File: config.mk
export PLATFORM = sky130hd
export DESIGN_NAME = sd_wb2ahb_master
export DESIGN_NICKNAME = d
export VERILOG_FILES = /design/src/rtl/sd_wb2ahb_master.sv
export SDC_FILE = /design/constraint.sdc
export NUM_CORES = 1
export LEC_CHECK = 0
export BUFFER_PORTS_ARGS = -buffer_cell sky130_fd_sc_hd__buf_2
export CAP_MARGIN = 0
export CORE_ASPECT_RATIO = 0.6
export CORE_UTILIZATION = 44
export DETAILED_ROUTE_END_ITERATION = 10
export PLACE_DENSITY = 0.72
export SETUP_SLACK_MARGIN = 0.15
export SYNTH_ARGS = -nofsm -noshare
export SYNTH_HDL_FRONTEND = slang
export SYNTH_SLANG_ARGS = --single-unit
File: constraint.sdc
create_clock -name wb_clk_i -period 4 [get_ports wb_clk_i]
set_input_delay 0.2 -clock wb_clk_i [delete_from_list [all_inputs] [get_ports wb_clk_i]]
set_output_delay 0.2 -clock wb_clk_i [all_outputs]
set_load 0.05 [all_outputs]
File: src/rtl/sd_wb2ahb_master.sv
// Wishbone classic master to AHB5 single-transfer bridge for the SD controller DMA port.
// Optional macro SD_WB2AHB_ERR_EN: report AHB errors and illegal sel on wb_err_o instead of wb_ack_o.
module sd_wb2ahb_master #(
    parameter int         W_ADDR    = 32,
    parameter int         W_DATA    = 32,
    parameter logic [3:0] HPROT_VAL = 4'b0011
) (
    input  logic              wb_clk_i,
    input  logic              wb_rst_i,
    input  logic [W_ADDR-1:0] wb_adr_i,
    input  logic [W_DATA-1:0] wb_dat_i,
    output logic [W_DATA-1:0] wb_dat_o,
    input  logic [3:0]        wb_sel_i,
    input  logic              wb_we_i,
    input  logic              wb_cyc_i,
    input  logic              wb_stb_i,
    input  logic [2:0]        wb_cti_i,
    input  logic [1:0]        wb_bte_i,
    output logic              wb_ack_o,
    output logic              wb_err_o,
    output logic [W_ADDR-1:0] haddr,
    output logic              hwrite,
    output logic [1:0]        htrans,
    output logic [2:0]        hsize,
    output logic [2:0]        hburst,
    output logic [3:0]        hprot,
    output logic              hmastlock,
    output logic              hexcl,
    input  logic              hready,
    input  logic              hresp,
    output logic [W_DATA-1:0] hwdata,
    input  logic [W_DATA-1:0] hrdata,
    output logic              busy_o
);

    localparam logic [1:0] HTRANS_IDLE   = 2'b00;
    localparam logic [1:0] HTRANS_NONSEQ = 2'b10;

    typedef enum logic [2:0] {
        S_IDLE,
        S_ADDR,
        S_DATA,
        S_RESP,
        S_BADSEL
    } state_t;

    state_t            r_state;
    state_t            w_nextState;
    logic [W_DATA-1:0] r_wdat;
    logic              r_we;
    logic              r_cycDropped;
    logic              w_error;
    logic              w_selLegal;
    logic [2:0]        w_selSize;
    logic [1:0]        w_selOffset;
    logic              w_unusedInputs;

    // Bursts are executed as single transfers, so cti/bte and the low address bits carry no information here.
    assign w_unusedInputs = ^{wb_cti_i, wb_bte_i, wb_adr_i[1:0]};

    assign hburst    = 3'b000;
    assign hprot     = HPROT_VAL;
    assign hmastlock = 1'b0;
    assign hexcl     = 1'b0;

    always_comb begin
        w_selLegal  = 1'b1;
        w_selSize   = 3'b010;
        w_selOffset = 2'b00;
        case (wb_sel_i)
            4'b1111: ;
            4'b0011: w_selSize = 3'b001;
            4'b1100: begin w_selSize = 3'b001; w_selOffset = 2'b10; end
            4'b0001: w_selSize = 3'b000;
            4'b0010: begin w_selSize = 3'b000; w_selOffset = 2'b01; end
            4'b0100: begin w_selSize = 3'b000; w_selOffset = 2'b10; end
            4'b1000: begin w_selSize = 3'b000; w_selOffset = 2'b11; end
            default: w_selLegal = 1'b0;
        endcase
    end

    always_comb begin
        w_nextState = r_state;
        w_error     = 1'b0;
        case (r_state)
            S_IDLE: begin
                if (wb_cyc_i && wb_stb_i)
                    w_nextState = w_selLegal ? S_ADDR : S_BADSEL;
            end
            S_ADDR: begin
                if (hready)
                    w_nextState = S_DATA;
            end
            S_DATA: begin
                if (hresp) begin
                    w_nextState = S_RESP;
                    w_error     = 1'b1;
                end else if (hready) begin
                    w_nextState = S_RESP;
                end
            end
            S_RESP:   w_nextState = S_IDLE;
            S_BADSEL: begin
                w_nextState = S_RESP;
                w_error     = 1'b1;
            end
            default:  w_nextState = S_IDLE;
        endcase
    end

    always_ff @(posedge wb_clk_i or posedge wb_rst_i) begin
        if (wb_rst_i)
            r_state <= S_IDLE;
        else
            r_state <= w_nextState;
    end

`ifdef SD_WB2AHB_ERR_EN
    logic r_err;
    assign wb_err_o = r_err;
`else
    assign wb_err_o = 1'b0;
`endif

    always_ff @(posedge wb_clk_i or posedge wb_rst_i) begin
        if (wb_rst_i) begin
            haddr        <= '0;
            hwrite       <= 1'b0;
            htrans       <= HTRANS_IDLE;
            hsize        <= 3'b010;
            hwdata       <= '0;
            wb_dat_o     <= '0;
            wb_ack_o     <= 1'b0;
            busy_o       <= 1'b0;
            r_wdat       <= '0;
            r_we         <= 1'b0;
            r_cycDropped <= 1'b0;
`ifdef SD_WB2AHB_ERR_EN
            r_err        <= 1'b0;
`endif
        end else begin
            wb_ack_o <= 1'b0;
`ifdef SD_WB2AHB_ERR_EN
            r_err    <= 1'b0;
`endif
            busy_o   <= (w_nextState != S_IDLE);
            case (r_state)
                S_IDLE: begin
                    if (wb_cyc_i && wb_stb_i) begin
                        r_wdat       <= wb_dat_i;
                        r_we         <= wb_we_i;
                        r_cycDropped <= 1'b0;
                        if (w_selLegal) begin
                            haddr  <= {wb_adr_i[W_ADDR-1:2], w_selOffset};
                            hsize  <= w_selSize;
                            hwrite <= wb_we_i;
                            htrans <= HTRANS_NONSEQ;
                        end
                    end
                end
                S_ADDR: begin
                    if (hready) begin
                        htrans <= HTRANS_IDLE;
                        hwdata <= r_wdat;
                    end
                end
                S_DATA: begin
                    if (!hresp && hready && !r_we)
                        wb_dat_o <= hrdata;
                end
                default: ;
            endcase
            if (w_error && !r_we)
                wb_dat_o <= '0;
            // The AHB side cannot abort, so a dropped cyc only silences the Wishbone response.
            if ((r_state == S_ADDR || r_state == S_DATA || r_state == S_BADSEL) && !wb_cyc_i)
                r_cycDropped <= 1'b1;
            if (w_nextState == S_RESP && wb_cyc_i && !r_cycDropped) begin
`ifdef SD_WB2AHB_ERR_EN
                if (w_error)
                    r_err <= 1'b1;
                else
                    wb_ack_o <= 1'b1;
`else
                wb_ack_o <= 1'b1;
`endif
            end
        end
    end

endmodule

==> results of run 1 <==
-- metrics by stage --
step           worst slack, ns  hold slack, ns
2_1_floorplan             2.06           0.302
3_3_place_gp              1.29           0.281
3_5_place_dp              1.20           0.302
4_1_cts                   1.19         0.00249
5_1_grt                   1.04         0.00428
6_report                  1.16          0.0193
-- synthesized netlist by cell type (all sizes together), types with 3 or more instances --
library cell	n	area, sq um
nand2	171	649
dfrtp	138	3450
mux2	63	822
a21oi	43	219
buf	27	190
clkbuf	15	56.3
inv	9	33.8
nor2	9	33.8
a41oi	3	26.3
mux2i	3	30.0
o21ai	3	15.0
-- placed cells by master (no fill, tap or decap), drive strengths merged, types with 3 or more instances in the layout --
cell	n
inv	9
nor2	9
clkbuf	20
conb	12
o21ai	3
a21oi	43
dlygate4sd3	33
nand2	171
clkinvlp	5
buf	213
mux2	63
mux2i	3
a41oi	3
bufinv	3
dfrtp	138
-- per-layer routing --
metal / vias up / share of wire (%) / track usage [%]
met4: 0 / 0.70 / 6.14
met1: 2244 / 42 / 26.5
met2: 178 / 49 / 36.3
met3: 13 / 8.8 / 8.24
li1: 2142 / - / -
met5: - / 0 / 0
-- worst min-delay path: stages --
cell and delay [ns]:
buf_2 0.09, nand2_1 0.04, a21oi_1 0.05
-- worst max-delay path by stage --
stage / startpoint / endpoint / slack, ns / cells past startpoint
3_5_place_dp: r_state[2] / haddr[15] / 1.20 / 5
5_1_grt: r_state[2] / haddr[15] / 1.04 / 5
4_1_cts: r_state[2] / haddr[15] / 1.19 / 5
3_3_place_gp: r_state[2] / haddr[15] / 1.29 / 5
2_1_floorplan: r_state[1] / haddr[10] / 2.06 / 6
6_report: r_state[2] / haddr[15] / 1.16 / 5
-- report_power, final --
group | internal [mW] | switching (mW)
clock network | 1.01 | 0.585
logic | 0.960 | 2.50
registers | 2.06 | 0.372
total | 4.03 | 3.46
-- sequential cells by signal, indices dropped and copies added, names as in the netlist, 2 cells and up --
name and cells:
hsize 2, hwdata 32, haddr 32, r_wdat 32, wb_dat_o 32, r_state 3
-- kinds of logic (layout without fill, tap and decap cells) --
| kind of cell | Yosys count | count (layout) | share of synthesized area, % |
|---|---|---|---|
| and+or+nand+nor | 198 | 198 | 14.1 |
| DFF | 139 | 139 | 59.9 |
| muxes | 66 | 66 | 14.7 |
| AOI/OAI and AO/OA | 59 | 59 | 6.01 |
| buffers and inverters | 51 | 285 | 4.83 |
| other | 2 | 12 | 0.129 |
| xor gates and xnor gates | 2 | 2 | 0.302 |
-- final cells by class --
type	count	area, sq um
Tap cell	170	213
Sequential cell	139	3480
Multi-Input combinational cell	337	2100
Inverter	9	37.5
Clock inverter	10	143
Timing Repair Buffer	246	1430
Clock buffer	20	457
Fill cell	1009	5000
==> reports/qor.csv, run 1 <==
metric,value,unit
static leakage,4.07,nW
Non-Filler Instances,931,
GP Congestion,0.805,
Num CTS Buffers,17,
die width,150,microns
total wire length,14.5,mm
RR Startpoint,r_state[2],
Hold Path Stages,3,
sequential fraction of the synthesis area,59.9,%
"Power, Total",7.49,mW
Final nets,862,
Sink Count,139,
clk_lat worst skew,0.41,ns
P&R area growth vs syn,35.3,%
vias in the first global route,4594,
design area,7860,sq um
CP max stage cell,nor4b_4,
ANT nets after route,0,
First DRT Iteration DRCs,132,
Worst Path Buf+Inv,1,
ys flop type,dfrtp_1,
CP top delay family,simple AND/OR/NAND/NOR gates,
Worst R2R Path Depth,5,
TritonRoute pass-1 iters,6,
first-pass GRT wire length,23.1,mm
max incr delay on CP,0.71,ns
fraction of layout cells with a size suffix above 1,41.1,%
via/cell ratio,4.92,
number of port buffers,206,
Worst setup EP type,register,
Initial Utilization,45.2,%
post-route setup TNS,0,ns
Rel. slew slack,24.4,%
initial antenna violation count,0,
post-CTS sizing,0,
library cells used by synthesis,42,
Pins Over Slew Limit,0,
detailed placement HPWL,9.75,mm
H-tree depth,4,
RSZ-0062 raised after global routing,no,
min Tclk post-route,2.84,ns
Hold Crit Class,primary input to register,
Final Setup Violations,0,
All-Layer GR Usage,21.9,%
clock buffer depth,2,
Hold Fails Final Rpt,0,
placed cell area,6930,sq um
Hold Path Origin,hrdata[4],
worst clock skew,0.00925,ns
die height,91.0,microns
Inst Count DP,868,
"Warnings, synthesis",0,
Site Rows,32,
final worst-path cycle share,71.0,%
"EDFF count, synth",0,
Slew @ Worst Pin,1.13,ns
clock-pin slew on the worst setup and hold paths,0.06,ns
crit path kind,register to register,
r2r endpoint,haddr[15],
Yosys reg bits,139,
"reg-to-reg slack, setup",1.16,ns
gate count after technology mapping,517,
via count,4577,
hold buffers post-CTS,32,
CTS tree,done,
n_diodes,0,
Critical Path Start Type,register,
async set or reset register ratio after synthesis,100,%
Clk Tree Root Cell,clkbuf_16,
CP Data Required Time,4.29,ns
number of max-cap violations,0,
"Avg Cell Area, Syn",11.2,sq um
"Cell Area, Synth",5810,sq um
Residual DRC,0,
Fmax,352,MHz
total congestion overflow,0,
die area,13700,sq um
WL per Instance,15.5,microns
final core utilization,61.1,%
Core Area,12900,sq um
Worst VDD drop,441,uV
buffer count from post-CTS setup fixing,0,
num ports,226,
largest net degree at the start of global routing,87,
P per Cell Area,953,nW/um^2
status,"complete, no violations",
CP cell instances,nor4b_4 > nand2_4 > a21oi_4 > buf_4 > mux2_4,
Worst Hold Path EP,wb_dat_o[4],
WP data arrival,3.13,ns
crit-path max FO,37,
(Power assumes the default switching activity.)
==> inputs of run 2 (changes only) <==
--- a/config.mk
+++ b/config.mk
@@ -5,12 +5,13 @@
 export SDC_FILE = /design/constraint.sdc
 export NUM_CORES = 1
 export LEC_CHECK = 0
+export ABC_AREA = 1
 export BUFFER_PORTS_ARGS = -buffer_cell sky130_fd_sc_hd__buf_2
 export CAP_MARGIN = 0
 export CORE_ASPECT_RATIO = 0.6
-export CORE_UTILIZATION = 44
+export CORE_UTILIZATION = 49
 export DETAILED_ROUTE_END_ITERATION = 10
-export PLACE_DENSITY = 0.72
+export PLACE_DENSITY = 0.76
 export SETUP_SLACK_MARGIN = 0.15
 export SYNTH_ARGS = -nofsm -noshare
 export SYNTH_HDL_FRONTEND = slang
==> constraint.sdc (replaced) <==
create_clock -name wb_clk_i -period 2.8 [get_ports wb_clk_i]
set_input_delay 0.14 -clock wb_clk_i [delete_from_list [all_inputs] [get_ports wb_clk_i]]
set_output_delay 0.14 -clock wb_clk_i [all_outputs]
set_load 0.05 [all_outputs]
==> run 2 against run 1 <==
Effect of this change: first-iteration DRC count rose by 78%; largest power group unchanged; register-to-register slack worse by 0.28 ns; sequential power grew 37%; design area increased by 4.7%; hold slack lost 0.0030 ns; synthesized area rose by 3.6%; via count increased by 13%; global-route usage rose by 1.6 points; clock skew is 0.0013 ns lower.
==> reports/qor.csv, run 2 <==
metric,value,unit
Final nets,1055,
Clk Tree Root Cell,clkbuf_16,
total wire length,14.5,mm
die width,145,microns
CTS tree,done,
die height,87.8,microns
WP data arrival,2.21,ns
Slew @ Worst Pin,0.702,ns
First DRT Iteration DRCs,235,
Yosys reg bits,139,
Num CTS Buffers,17,
vias in the first global route,4954,
first-pass GRT wire length,23.5,mm
min Tclk post-route,1.92,ns
"EDFF count, synth",0,
n_diodes,0,
CP max stage cell,nand3_2,
GP Congestion,0.811,
most frequent cells in the layout,"nand2_1 (256), buf_2 (206), dfrtp_1 (138)",
initial antenna violation count,0,
"most used cell, CP",nand2_1,
total congestion overflow,0,
WL per Instance,13.0,microns
sequential cell area,3480,sq um
Commonest cells post-synth,"nand2_1 (256), dfrtp_1 (138), inv_1 (81)",
worst clock skew,0.00796,ns
crit-path max FO,35,
gate count after technology mapping,682,
die area,12700,sq um
All-Layer GR Usage,23.5,%
H-tree depth,4,
Pins Over Slew Limit,0,
crit path kind,register to register,
RSZ-0062 raised after global routing,no,
Critical Path Start Type,register,
Worst setup EP type,register,
Rel. slew slack,53.1,%
detailed placement HPWL,9.16,mm
post-route setup TNS,0,ns
number of max-cap violations,0,
CP Data Required Time,3.08,ns
"most common cell after layout, fill and taps aside",nand2_1,
TritonRoute pass-1 iters,4,
clock-pin slew on the worst setup and hold paths,0.06,ns
Worst VDD drop,619,uV
via count,5168,
Sink Count,139,
ANT nets after route,0,
area of the multi-input gates,1900,sq um
clk_lat worst skew,0.40,ns
largest net degree at the start of global routing,60,
"Cell Area, Synth",6010,sq um
Core Area,11600,sq um
top-area cell type share of the netlist area,57.4,%
top-count cell post-synth,nand2_1,
Residual DRC,0,
buffer count from post-CTS setup fixing,0,
number of port buffers,206,
Hold Crit Class,primary input to register,
Fmax,520,MHz
Synth area leader,dfrtp_1,
Site Rows,30,
# fillers,914,
"Avg Cell Area, Syn",8.82,sq um
async set or reset register ratio after synthesis,100,%
P per Cell Area,1270,nW/um^2
Final Setup Violations,0,
Initial Utilization,51.7,%
status,"complete, no violations",
Hold Fails Final Rpt,0,
worst hold-check slack,0.0162,ns
library cells used by synthesis,24,
"Warnings, synthesis",0,
fraction of layout cells with a size suffix above 1,29.1,%
max incr delay on CP,0.52,ns
top post-synthesis cells by area,"dfrtp_1 (57%), nand2_1 (16%), o21ai_0 (5.3%)",
clock buffer depth,2,
CP cell instances,nor2_4 > nand2_4 > nand2_1 > nand3_2 > nand2_1 > inv_1,
final worst-path cycle share,68.7,%
via/cell ratio,4.63,
ys flop type,dfrtp_1,
sequential fraction of the synthesis area,57.9,%
P&R area growth vs syn,36.9,%
num ports,226,
static leakage,4.74,nW
run 2: cell count changes in the layout (fill, tap and decap cells not counted), sizes merged, moves of 3 or more:
cell,before,now
nand2,171,260
dlygate4sd3,33,65
o21ai,3,94
a21oi,43,3
inv,9,87
nand3,1,41
mux2i,3,0
a41oi,3,0
mux2,63,0
run 2: stage by stage:
step                instances  setup slack (ns)  instance area, sq um  power (mW)  util, %
global placement         1019             0.888                  7010        8.16     60.2
finish                   1116             0.876                  8230        10.4     70.7
detailed placement       1019             0.852                  7010        8.25     60.2
global route             1116             0.672                  8230        11.1     70.7
CTS                      1116             0.829                  8230        10.5     70.7
floorplan                 692             0.926                  6050        7.17        -
run 2: worst max-delay path: cells and delay by family (launching register included):
kind,cells,cell delay (ns)
buffers and inverters,1,0.06
and+or+nand+nor,5,1.31
DFF,1,0.43
run 2: cells by family after synthesis:
family,Yosys count,synth area share (%)
AO/OA/AOI/OAI,100,9.59
buffers and inverters,131,11.1
flip-flops,139,57.9
other,2,0.125
AND/OR/NAND/NOR,310,21.3
run 2: power breakdown:
group	internal (mW)	leakage, nW	switching [mW]
Sequential	2.93	1.77	0.412
Combinational	1.11	2.71	3.85
Clock	1.28	0.263	0.861
Total	5.32	4.74	5.13
run 2: cell type report:
| type | instances | area share, % |
|---|---|---|
| clock inverter | 11 | 1.35 |
| timing repair buffer | 279 | 21.3 |
| sequential | 139 | 42.3 |
| inverter | 84 | 3.88 |
| tap | 160 | 2.43 |
| clock buffer | 21 | 5.60 |
| multi-input combinational | 422 | 23.1 |
run 2: final timing paths:
kind                         startpoint      endpoint  slack (ns)  depth (start not counted)
hold / removal             wb_adr_i[23]     haddr[23]        0.02                          3
max in group asynchronous      wb_rst_i      hsize[1]        1.65                          4
min in group asynchronous      wb_rst_i     haddr[13]        0.36                          3
setup reg to reg             r_state[2]  wb_dat_o[31]        0.88                          6
hold reg to reg                hsize[1]      hsize[1]        0.46                          2
setup / recovery             r_state[2]  wb_dat_o[31]        0.88                          6
run 2: metal layers:
layer  global-route usage [%]  vias to the layer above  share of wire [%]
li1                         -                     2600                  -
met1                     30.2                     2391                 45
met2                     39.4                      168                 47
met3                     6.72                        9                6.7
met4                     6.67                        0               0.78
met5                        0                        -                  0
run 2: what timing repair did:
item,4_1_cts,5_1_grt
resized for setup,0,0
endpoints found under the setup margin,0,0
endpoints found under the hold margin,87,0
hold buffers,65,0
